**src/rtl/fme_refine_ctrl_if.sv**
```systemverilog
// Handshake and data bundle between the fractional-ME refinement controller,
// the interpolation/SATD engine and the candidate selector.
`ifndef BIT_DEPTH
`define BIT_DEPTH 8
`endif
`ifndef FMVD_LEN
`define FMVD_LEN 10
`endif

interface fme_refine_ctrl_if #(
  parameter int unsigned SATD_BITS = `BIT_DEPTH + 10
);
  localparam int unsigned MV_W = `FMVD_LEN;

  logic                        start_i;
  logic signed [MV_W-1:0]      imv_x_i;
  logic signed [MV_W-1:0]      imv_y_i;
  logic [4:0]                  blk_num_i;
  logic                        part_valid_i;
  logic [SATD_BITS-1:0]        part0_i, part1_i, part2_i, part3_i, part4_i,
                               part5_i, part6_i, part7_i, part8_i;
  logic                        cost_valid_i;
  logic [SATD_BITS:0]          bcost_i;
  logic [1:0]                  bcand_x_i;
  logic [1:0]                  bcand_y_i;

  logic                        stage_start_o;
  logic                        half_o;
  logic signed [MV_W-1:0]      mv_x_o;
  logic signed [MV_W-1:0]      mv_y_o;
  logic                        satd_valid_o;
  logic [SATD_BITS-1:0]        satd0_o, satd1_o, satd2_o, satd3_o, satd4_o,
                               satd5_o, satd6_o, satd7_o, satd8_o;
  logic                        busy_o;
  logic                        done_o;
  logic signed [MV_W-1:0]      fmv_x_o;
  logic signed [MV_W-1:0]      fmv_y_o;
  logic [SATD_BITS:0]          fcost_o;

  // Controller side
  modport slave (
    input  start_i, imv_x_i, imv_y_i, blk_num_i, part_valid_i,
           part0_i, part1_i, part2_i, part3_i, part4_i,
           part5_i, part6_i, part7_i, part8_i,
           cost_valid_i, bcost_i, bcand_x_i, bcand_y_i,
    output stage_start_o, half_o, mv_x_o, mv_y_o, satd_valid_o,
           satd0_o, satd1_o, satd2_o, satd3_o, satd4_o,
           satd5_o, satd6_o, satd7_o, satd8_o,
           busy_o, done_o, fmv_x_o, fmv_y_o, fcost_o
  );

  // Environment side (engine + selector + requester)
  modport master (
    output start_i, imv_x_i, imv_y_i, blk_num_i, part_valid_i,
           part0_i, part1_i, part2_i, part3_i, part4_i,
           part5_i, part6_i, part7_i, part8_i,
           cost_valid_i, bcost_i, bcand_x_i, bcand_y_i,
    input  stage_start_o, half_o, mv_x_o, mv_y_o, satd_valid_o,
           satd0_o, satd1_o, satd2_o, satd3_o, satd4_o,
           satd5_o, satd6_o, satd7_o, satd8_o,
           busy_o, done_o, fmv_x_o, fmv_y_o, fcost_o
  );
endinterface

```
**src/rtl/fme_refine_ctrl.sv**
```systemverilog
// Two-stage (half-pel then quarter-pel) fractional MV refinement controller:
// accumulates 3x3 candidate SATDs per stage and steps the MV by the selector's pick.
`ifndef BIT_DEPTH
`define BIT_DEPTH 8
`endif
`ifndef FMVD_LEN
`define FMVD_LEN 10
`endif

module fme_refine_ctrl #(
  parameter int unsigned SATD_BITS = `BIT_DEPTH + 10
) (
  input logic               clk_i,
  input logic               rst_i,
  fme_refine_ctrl_if.slave  bus
);
  localparam int unsigned MV_W  = `FMVD_LEN;
  localparam int unsigned NCAND = 9;
  localparam int unsigned CNT_W = 5;

  typedef enum logic [2:0] {IDLE, H_ACC, H_WAIT, Q_ACC, Q_WAIT, DONE} state_t;

  state_t                 state_q;
  logic [CNT_W-1:0]       cnt_q;
  logic [CNT_W-1:0]       blk_q;
  logic [SATD_BITS-1:0]   acc_q   [NCAND];
  logic [SATD_BITS-1:0]   satd_q  [NCAND];
  logic [SATD_BITS-1:0]   part_c  [NCAND];
  logic [SATD_BITS-1:0]   acc_nxt_c [NCAND];
  logic [CNT_W-1:0]       cnt_inc_c;
  logic                   last_beat_c;

  logic                   stage_start_q;
  logic                   half_q;
  logic signed [MV_W-1:0] mv_x_q, mv_y_q;
  logic                   satd_valid_q;
  logic                   busy_q;
  logic                   done_q;
  logic signed [MV_W-1:0] fmv_x_q, fmv_y_q;
  logic [SATD_BITS:0]     fcost_q;

  // Offset code to signed step: 11 -> -1, 01 -> +1, others -> 0
  function automatic logic signed [MV_W-1:0] dec(input logic [1:0] code);
    case (code)
      2'b11:   return '1;
      2'b01:   return MV_W'(1);
      default: return '0;
    endcase
  endfunction

  // Gather partials and form saturating next-accumulator values
  always_comb begin
    part_c[0] = bus.part0_i;
    part_c[1] = bus.part1_i;
    part_c[2] = bus.part2_i;
    part_c[3] = bus.part3_i;
    part_c[4] = bus.part4_i;
    part_c[5] = bus.part5_i;
    part_c[6] = bus.part6_i;
    part_c[7] = bus.part7_i;
    part_c[8] = bus.part8_i;
    for (int unsigned k = 0; k < NCAND; k++) begin
      logic [SATD_BITS:0] sum;
      sum = {1'b0, acc_q[k]} + {1'b0, part_c[k]};
      acc_nxt_c[k] = sum[SATD_BITS] ? '1 : sum[SATD_BITS-1:0];
    end
    cnt_inc_c   = cnt_q + CNT_W'(1);
    last_beat_c = (cnt_inc_c == blk_q);
  end

  // Refinement FSM with registered outputs
  always_ff @(posedge clk_i) begin
    if (rst_i) begin
      state_q       <= IDLE;
      cnt_q         <= '0;
      blk_q         <= '0;
      stage_start_q <= 1'b0;
      half_q        <= 1'b0;
      mv_x_q        <= '0;
      mv_y_q        <= '0;
      satd_valid_q  <= 1'b0;
      busy_q        <= 1'b0;
      done_q        <= 1'b0;
      fmv_x_q       <= '0;
      fmv_y_q       <= '0;
      fcost_q       <= '0;
      for (int unsigned k = 0; k < NCAND; k++) begin
        acc_q[k]  <= '0;
        satd_q[k] <= '0;
      end
    end else begin
      stage_start_q <= 1'b0;
      satd_valid_q  <= 1'b0;
      done_q        <= 1'b0;
      case (state_q)
        IDLE: begin
          if (bus.start_i) begin
            mv_x_q        <= bus.imv_x_i;
            mv_y_q        <= bus.imv_y_i;
            blk_q         <= (bus.blk_num_i == '0) ? CNT_W'(1) : bus.blk_num_i;
            cnt_q         <= '0;
            for (int unsigned k = 0; k < NCAND; k++) acc_q[k] <= '0;
            stage_start_q <= 1'b1;
            half_q        <= 1'b1;
            busy_q        <= 1'b1;
            state_q       <= H_ACC;
          end
        end
        H_ACC, Q_ACC: begin
          if (bus.part_valid_i) begin
            cnt_q <= cnt_inc_c;
            for (int unsigned k = 0; k < NCAND; k++) acc_q[k] <= acc_nxt_c[k];
            if (last_beat_c) begin
              for (int unsigned k = 0; k < NCAND; k++) satd_q[k] <= acc_nxt_c[k];
              satd_valid_q <= 1'b1;
              state_q      <= (state_q == H_ACC) ? H_WAIT : Q_WAIT;
            end
          end
        end
        H_WAIT: begin
          if (bus.cost_valid_i) begin
            mv_x_q        <= mv_x_q + dec(bus.bcand_x_i) + dec(bus.bcand_x_i);
            mv_y_q        <= mv_y_q + dec(bus.bcand_y_i) + dec(bus.bcand_y_i);
            cnt_q         <= '0;
            for (int unsigned k = 0; k < NCAND; k++) acc_q[k] <= '0;
            stage_start_q <= 1'b1;
            half_q        <= 1'b0;
            state_q       <= Q_ACC;
          end
        end
        Q_WAIT: begin
          if (bus.cost_valid_i) begin
            fmv_x_q <= mv_x_q + dec(bus.bcand_x_i);
            fmv_y_q <= mv_y_q + dec(bus.bcand_y_i);
            fcost_q <= bus.bcost_i;
            done_q  <= 1'b1;
            state_q <= DONE;
          end
        end
        default: begin
          busy_q  <= 1'b0;
          state_q <= IDLE;
        end
      endcase
    end
  end

  // Drive the bundle from the output registers
  assign bus.stage_start_o = stage_start_q;
  assign bus.half_o        = half_q;
  assign bus.mv_x_o        = mv_x_q;
  assign bus.mv_y_o        = mv_y_q;
  assign bus.satd_valid_o  = satd_valid_q;
  assign bus.satd0_o       = satd_q[0];
  assign bus.satd1_o       = satd_q[1];
  assign bus.satd2_o       = satd_q[2];
  assign bus.satd3_o       = satd_q[3];
  assign bus.satd4_o       = satd_q[4];
  assign bus.satd5_o       = satd_q[5];
  assign bus.satd6_o       = satd_q[6];
  assign bus.satd7_o       = satd_q[7];
  assign bus.satd8_o       = satd_q[8];
  assign bus.busy_o        = busy_q;
  assign bus.done_o        = done_q;
  assign bus.fmv_x_o       = fmv_x_q;
  assign bus.fmv_y_o       = fmv_y_q;
  assign bus.fcost_o       = fcost_q;
endmodule

```
**src/flat_wrapper.sv**
```systemverilog
// flat-port wrapper written by rule: the top's interface ports become plain ports
module fme_refine_ctrl_flat 
#(
  parameter int unsigned SATD_BITS = `BIT_DEPTH + 10
)
  (clk_i, rst_i, bus_start_i, bus_imv_x_i, bus_imv_y_i, bus_blk_num_i, bus_part_valid_i, bus_part0_i, bus_part1_i, bus_part2_i, bus_part3_i, bus_part4_i, bus_part5_i, bus_part6_i, bus_part7_i, bus_part8_i, bus_cost_valid_i, bus_bcost_i, bus_bcand_x_i, bus_bcand_y_i, bus_stage_start_o, bus_half_o, bus_mv_x_o, bus_mv_y_o, bus_satd_valid_o, bus_satd0_o, bus_satd1_o, bus_satd2_o, bus_satd3_o, bus_satd4_o, bus_satd5_o, bus_satd6_o, bus_satd7_o, bus_satd8_o, bus_busy_o, bus_done_o, bus_fmv_x_o, bus_fmv_y_o, bus_fcost_o);
  fme_refine_ctrl_if #(.SATD_BITS(SATD_BITS)) bus_i ();
  input logic clk_i;
  input logic rst_i;
  input wire logic [$bits(bus_i.start_i)-1:0] bus_start_i;
  input wire logic [$bits(bus_i.imv_x_i)-1:0] bus_imv_x_i;
  input wire logic [$bits(bus_i.imv_y_i)-1:0] bus_imv_y_i;
  input wire logic [$bits(bus_i.blk_num_i)-1:0] bus_blk_num_i;
  input wire logic [$bits(bus_i.part_valid_i)-1:0] bus_part_valid_i;
  input wire logic [$bits(bus_i.part0_i)-1:0] bus_part0_i;
  input wire logic [$bits(bus_i.part1_i)-1:0] bus_part1_i;
  input wire logic [$bits(bus_i.part2_i)-1:0] bus_part2_i;
  input wire logic [$bits(bus_i.part3_i)-1:0] bus_part3_i;
  input wire logic [$bits(bus_i.part4_i)-1:0] bus_part4_i;
  input wire logic [$bits(bus_i.part5_i)-1:0] bus_part5_i;
  input wire logic [$bits(bus_i.part6_i)-1:0] bus_part6_i;
  input wire logic [$bits(bus_i.part7_i)-1:0] bus_part7_i;
  input wire logic [$bits(bus_i.part8_i)-1:0] bus_part8_i;
  input wire logic [$bits(bus_i.cost_valid_i)-1:0] bus_cost_valid_i;
  input wire logic [$bits(bus_i.bcost_i)-1:0] bus_bcost_i;
  input wire logic [$bits(bus_i.bcand_x_i)-1:0] bus_bcand_x_i;
  input wire logic [$bits(bus_i.bcand_y_i)-1:0] bus_bcand_y_i;
  output wire logic [$bits(bus_i.stage_start_o)-1:0] bus_stage_start_o;
  output wire logic [$bits(bus_i.half_o)-1:0] bus_half_o;
  output wire logic [$bits(bus_i.mv_x_o)-1:0] bus_mv_x_o;
  output wire logic [$bits(bus_i.mv_y_o)-1:0] bus_mv_y_o;
  output wire logic [$bits(bus_i.satd_valid_o)-1:0] bus_satd_valid_o;
  output wire logic [$bits(bus_i.satd0_o)-1:0] bus_satd0_o;
  output wire logic [$bits(bus_i.satd1_o)-1:0] bus_satd1_o;
  output wire logic [$bits(bus_i.satd2_o)-1:0] bus_satd2_o;
  output wire logic [$bits(bus_i.satd3_o)-1:0] bus_satd3_o;
  output wire logic [$bits(bus_i.satd4_o)-1:0] bus_satd4_o;
  output wire logic [$bits(bus_i.satd5_o)-1:0] bus_satd5_o;
  output wire logic [$bits(bus_i.satd6_o)-1:0] bus_satd6_o;
  output wire logic [$bits(bus_i.satd7_o)-1:0] bus_satd7_o;
  output wire logic [$bits(bus_i.satd8_o)-1:0] bus_satd8_o;
  output wire logic [$bits(bus_i.busy_o)-1:0] bus_busy_o;
  output wire logic [$bits(bus_i.done_o)-1:0] bus_done_o;
  output wire logic [$bits(bus_i.fmv_x_o)-1:0] bus_fmv_x_o;
  output wire logic [$bits(bus_i.fmv_y_o)-1:0] bus_fmv_y_o;
  output wire logic [$bits(bus_i.fcost_o)-1:0] bus_fcost_o;
  assign bus_i.start_i = bus_start_i;
  assign bus_i.imv_x_i = bus_imv_x_i;
  assign bus_i.imv_y_i = bus_imv_y_i;
  assign bus_i.blk_num_i = bus_blk_num_i;
  assign bus_i.part_valid_i = bus_part_valid_i;
  assign bus_i.part0_i = bus_part0_i;
  assign bus_i.part1_i = bus_part1_i;
  assign bus_i.part2_i = bus_part2_i;
  assign bus_i.part3_i = bus_part3_i;
  assign bus_i.part4_i = bus_part4_i;
  assign bus_i.part5_i = bus_part5_i;
  assign bus_i.part6_i = bus_part6_i;
  assign bus_i.part7_i = bus_part7_i;
  assign bus_i.part8_i = bus_part8_i;
  assign bus_i.cost_valid_i = bus_cost_valid_i;
  assign bus_i.bcost_i = bus_bcost_i;
  assign bus_i.bcand_x_i = bus_bcand_x_i;
  assign bus_i.bcand_y_i = bus_bcand_y_i;
  assign bus_stage_start_o = bus_i.stage_start_o;
  assign bus_half_o = bus_i.half_o;
  assign bus_mv_x_o = bus_i.mv_x_o;
  assign bus_mv_y_o = bus_i.mv_y_o;
  assign bus_satd_valid_o = bus_i.satd_valid_o;
  assign bus_satd0_o = bus_i.satd0_o;
  assign bus_satd1_o = bus_i.satd1_o;
  assign bus_satd2_o = bus_i.satd2_o;
  assign bus_satd3_o = bus_i.satd3_o;
  assign bus_satd4_o = bus_i.satd4_o;
  assign bus_satd5_o = bus_i.satd5_o;
  assign bus_satd6_o = bus_i.satd6_o;
  assign bus_satd7_o = bus_i.satd7_o;
  assign bus_satd8_o = bus_i.satd8_o;
  assign bus_busy_o = bus_i.busy_o;
  assign bus_done_o = bus_i.done_o;
  assign bus_fmv_x_o = bus_i.fmv_x_o;
  assign bus_fmv_y_o = bus_i.fmv_y_o;
  assign bus_fcost_o = bus_i.fcost_o;
  fme_refine_ctrl #(.SATD_BITS(SATD_BITS)) u_core (.clk_i(clk_i), .rst_i(rst_i), .bus(bus_i));
endmodule
```
**config.mk**
```make
export PLATFORM = sky130hd
export DESIGN_NAME = fme_refine_ctrl_flat
export DESIGN_NICKNAME = d
export VERILOG_FILES = /design/src/rtl/fme_refine_ctrl_if.sv /design/src/rtl/fme_refine_ctrl.sv /design/src/flat_wrapper.sv
export SDC_FILE = /design/constraint.sdc
export NUM_CORES = 1
export LEC_CHECK = 0
export BUFFER_PORTS_ARGS = -buffer_cell sky130_fd_sc_hd__buf_4
export CORE_ASPECT_RATIO = 0.7
export CORE_MARGIN = 10
export CORE_UTILIZATION = 50
export CTS_CLUSTER_SIZE = 20
export DETAILED_ROUTE_END_ITERATION = 16
export PLACE_DENSITY = 0.71
export SYNTH_ARGS = -nofsm -noshare
export SYNTH_HDL_FRONTEND = slang
export SYNTH_SLANG_ARGS = --single-unit
```
**constraint.sdc**
```tcl
create_clock -name clk_i -period 29.7 [get_ports clk_i]
set_clock_uncertainty 0.2 [all_clocks]
set_input_delay 4.455 -clock clk_i [delete_from_list [all_inputs] [get_ports clk_i]]
set_output_delay 4.455 -clock clk_i [all_outputs]
set_load 0.01 [all_outputs]
```
==> results_dict.tcl <==
set metrics [dict create \
    cts_root_buf "clkbuf_16" \
    gr-max-usage-layer "met2" \
    io-pin-count 441 \
    critical_path_class "in -> reg" \
    fin_crit_ps 7606 \
    critical_path_arrival_ps 7650 \
    end_kind "register" \
    power_leakage_nw 12.50 \
    grt_use_met3_pct 6.157 \
    post-cts-setup-buffers 0 \
    hold_buffers 0 \
    drcViolationCount 0 \
    dieArea_um2 56810 \
    synthTopCellsByCount "513 x nor2_1, 324 x edfxtp_1, 219 x a21oi_1" \
    grt_use_total_pct 23.32 \
    hold_depth 2 \
    clk_latency_ps 550 \
    grt_pass1_vias 19400 \
    ys_types 93 \
    synth_edf_count 324 \
    final_core_util_pct 61.99 \
    drt-total-wl_mm 68.82 \
    gp_congestion 0.9274 \
    fin_crit_sh_pct 25.61 \
    placedCellCount 3376 \
    finalHoldViolCount 0 \
    grt_max_degree 84 \
    synthFlopType "edfxtp_1" \
    postRouteAntennaNets 0 \
    syn_area_um2 23770 \
    r2r.worst_path.cells 5 \
    die_y_um 202.4 \
    synth_seq_cells 401 \
    initial_core_util_pct 50.86 \
    syn_inst 2414 \
    worstReg2RegStart "u_core.state_q[1]" \
    core_um2 46740 \
    fin_nets 3221 \
    holdPathEnd "u_core.bus.fmv_y_o[8]" \
    hpwl_mm 50.42 \
    n_fill_cell 3938 \
    rsz0062_at_grt "no" \
    synth_area_leader_cell "edfxtp_1" \
    min-delay-path-class "reg -> reg" \
    min_from "u_core.bus.fmv_y_o[8]" \
    cts_tree "built" \
    status "finished, final reports clean" \
    die_width_um 280.6 \
    fmax_mhz 131.5 \
    cts_buffer_depth 3 \
    overflow 0 \
    grt_pass1_wl_mm 107.3 \
    cp-start-kind "input pin" \
    syn_to_final_growth_pct 21.87 \
    io_buffer_count 440 \
    p_per_area_nw_per_um2 56.74 \
    ys_top_cells_by_area "edfxtp_1 41%, ha_1 9.6%, nor2_1 8.1%" \
    layout.cells.non_filler 3461 \
    initialDrtViolationCount 1378 \
    cap_violations 0 \
    reg2reg_setup_slack_ps 25610 \
    r2r-end "u_core.acc_q[0][23]" \
    synth_nets 2825 \
    drt_pass1_iterations 5 \
    setup_viol 0 \
    setup_tns_ps 0 \
    cts_buffers 44 \
    worstMarginPinSlew_ps 1167 \
    yosys_warnings 0 \
    slew_viol_final 0 \
    antenna_found_initial 14 \
    drive_gt1_share_pct 19.82 \
    netlist.area_leader.share_pct 40.92 \
    vias 19690 \
    cts_resized 0 \
    slew_headroom_pct 22.21 \
    met1_usage_pct 29.84 \
    dpl_worst_slack_ps 21620 \
    async_flop_share_pct 0 \
    cts_sinks 401 \
    yosysMostFrequentCell "nor2_1" \
    rows 66 \
    use_met2_pct 38.59 \
    avgSynthCellArea_um2 9.848 \
    htreeDepth 2 \
    fin_area_um2 28970 \
    viasPerCell 5.690 \
    worst-endpoint-required_ps 29740 \
    wl_per_cell_um 19.89 \
    cp_max_fo 83 \
    yosysSeqAreaShare_pct 47.41 \
    clkTransAtPathRegs_ps 60 \
    worst_slack_ps 22090 \
    place_area_um2 27540 \
    ir_drop_uv 45.98 \
]
[metrics by stage]
stage	hold slack [ps]	total power, mW
final	252.9	1.644
after global routing	275.5	1.727
after CTS	254.9	1.650
after detailed placement	247.0	1.097
after global placement	243.4	1.088
after floorplan	247.8	0.9789
[where the power goes]
group          internal [mW]  switching, mW
Clock                  0.326          0.226
Sequential             0.650         0.0174
Combinational          0.174          0.250
Total                   1.15          0.493
[final cells by class]
cell class	count	area [um^2]	share of cell area [%]
Tap cell	612	765.7	2.643
Multi-Input combinational cell	1872	11960	41.26
Antenna cell	8	20.02	0.06910
Sequential cell	401	11270	38.90
Timing Repair Buffer	453	3401	11.74
Clock inverter	17	215.2	0.7428
Clock buffer	60	1202	4.150
Inverter	38	142.6	0.4923
[cells by family (layout without fill, tap and decap cells)]
kind of cell | count (synthesis) | after routing | share of synthesized area (%)
flip-flops | 401 | 401 | 47.41
buffers and inverters | 141 | 568 | 2.437
other | 0 | 8 | 0
adder cells (fa/ha/maj) | 196 | 196 | 10.73
XOR/XNOR | 139 | 139 | 5.121
AO/OA/AOI/OAI | 611 | 611 | 16.77
multiplexers | 29 | 29 | 1.253
AND/OR/NAND/NOR | 897 | 897 | 16.28
[how the worst max path moves through the flow]
stage                                 from              endpoint  slack [ps]  cells past startpoint
after floorplan           bus_part_valid_i   u_core.satd_q[0][0]       16750                      2
after global placement               rst_i   u_core.satd_q[4][4]       21750                      6
after detailed placement             rst_i  u_core.satd_q[4][14]       21620                      6
after CTS                            rst_i   u_core.satd_q[2][8]       22170                      6
after global routing                 rst_i   u_core.satd_q[2][8]       21920                      6
final                                rst_i   u_core.satd_q[2][8]       22090                      6
[sequential cells by signal, summed over array words and instances (netlist names), 3 cells and up]
signal and count:
u_core.blk_q 5, u_core.bus.fmv_y_o 10, u_core.bus.mv_x_o 10, u_core.state_q 3
u_core.cnt_q 5, u_core.acc_q 162, u_core.bus.mv_y_o 10, u_core.satd_q 162
u_core.bus.fmv_x_o 10, u_core.bus.fcost_o 19
[cells in the final DEF, fill, tap and decap left out, types with 9 or more instances in the layout]
cell type  Yosys  final
xor2_1        51     51
o21bai_1      21     20
nor2_1       513    512
buf_4          1    453
edfxtp_1     324    324
o31ai_1       12     12
mux2i_1       23     23
a21o_1        59     59
nand2b_1      10      9
nand4_1       14     14
clkbuf_1      80     13
and3_1        12     12
nand3_1       40     40
or2_2          9      9
nor2b_1       15     15
a211oi_1      56     56
inv_1         38     38
or3_1         13     12
fa_1          13     13
clkbuf_16      0     45
a31oi_1       19     19
a21oi_1      219    219
xnor2_1       88     88
o21a_1        39     39
dfxtp_1       77     77
o21ai_0       79     79
and2_1        19     19
ha_1         183    183
nor3_1        42     42
nand2_1      172    172
[worst max-delay path: stages]
cell and delay, ps:
buf_4 630, nor2_2 410, nand4_1 250, buf_4 650, buf_4 800, nor2_1 150
[layer usage]
metal	wire length (um)	up-vias
li1	-	9605
met4	1535	14
met2	32400	586
met3	5180	110
met5	80	-
met1	29630	9378
Note: power is estimated with default switching activity, not from simulation.
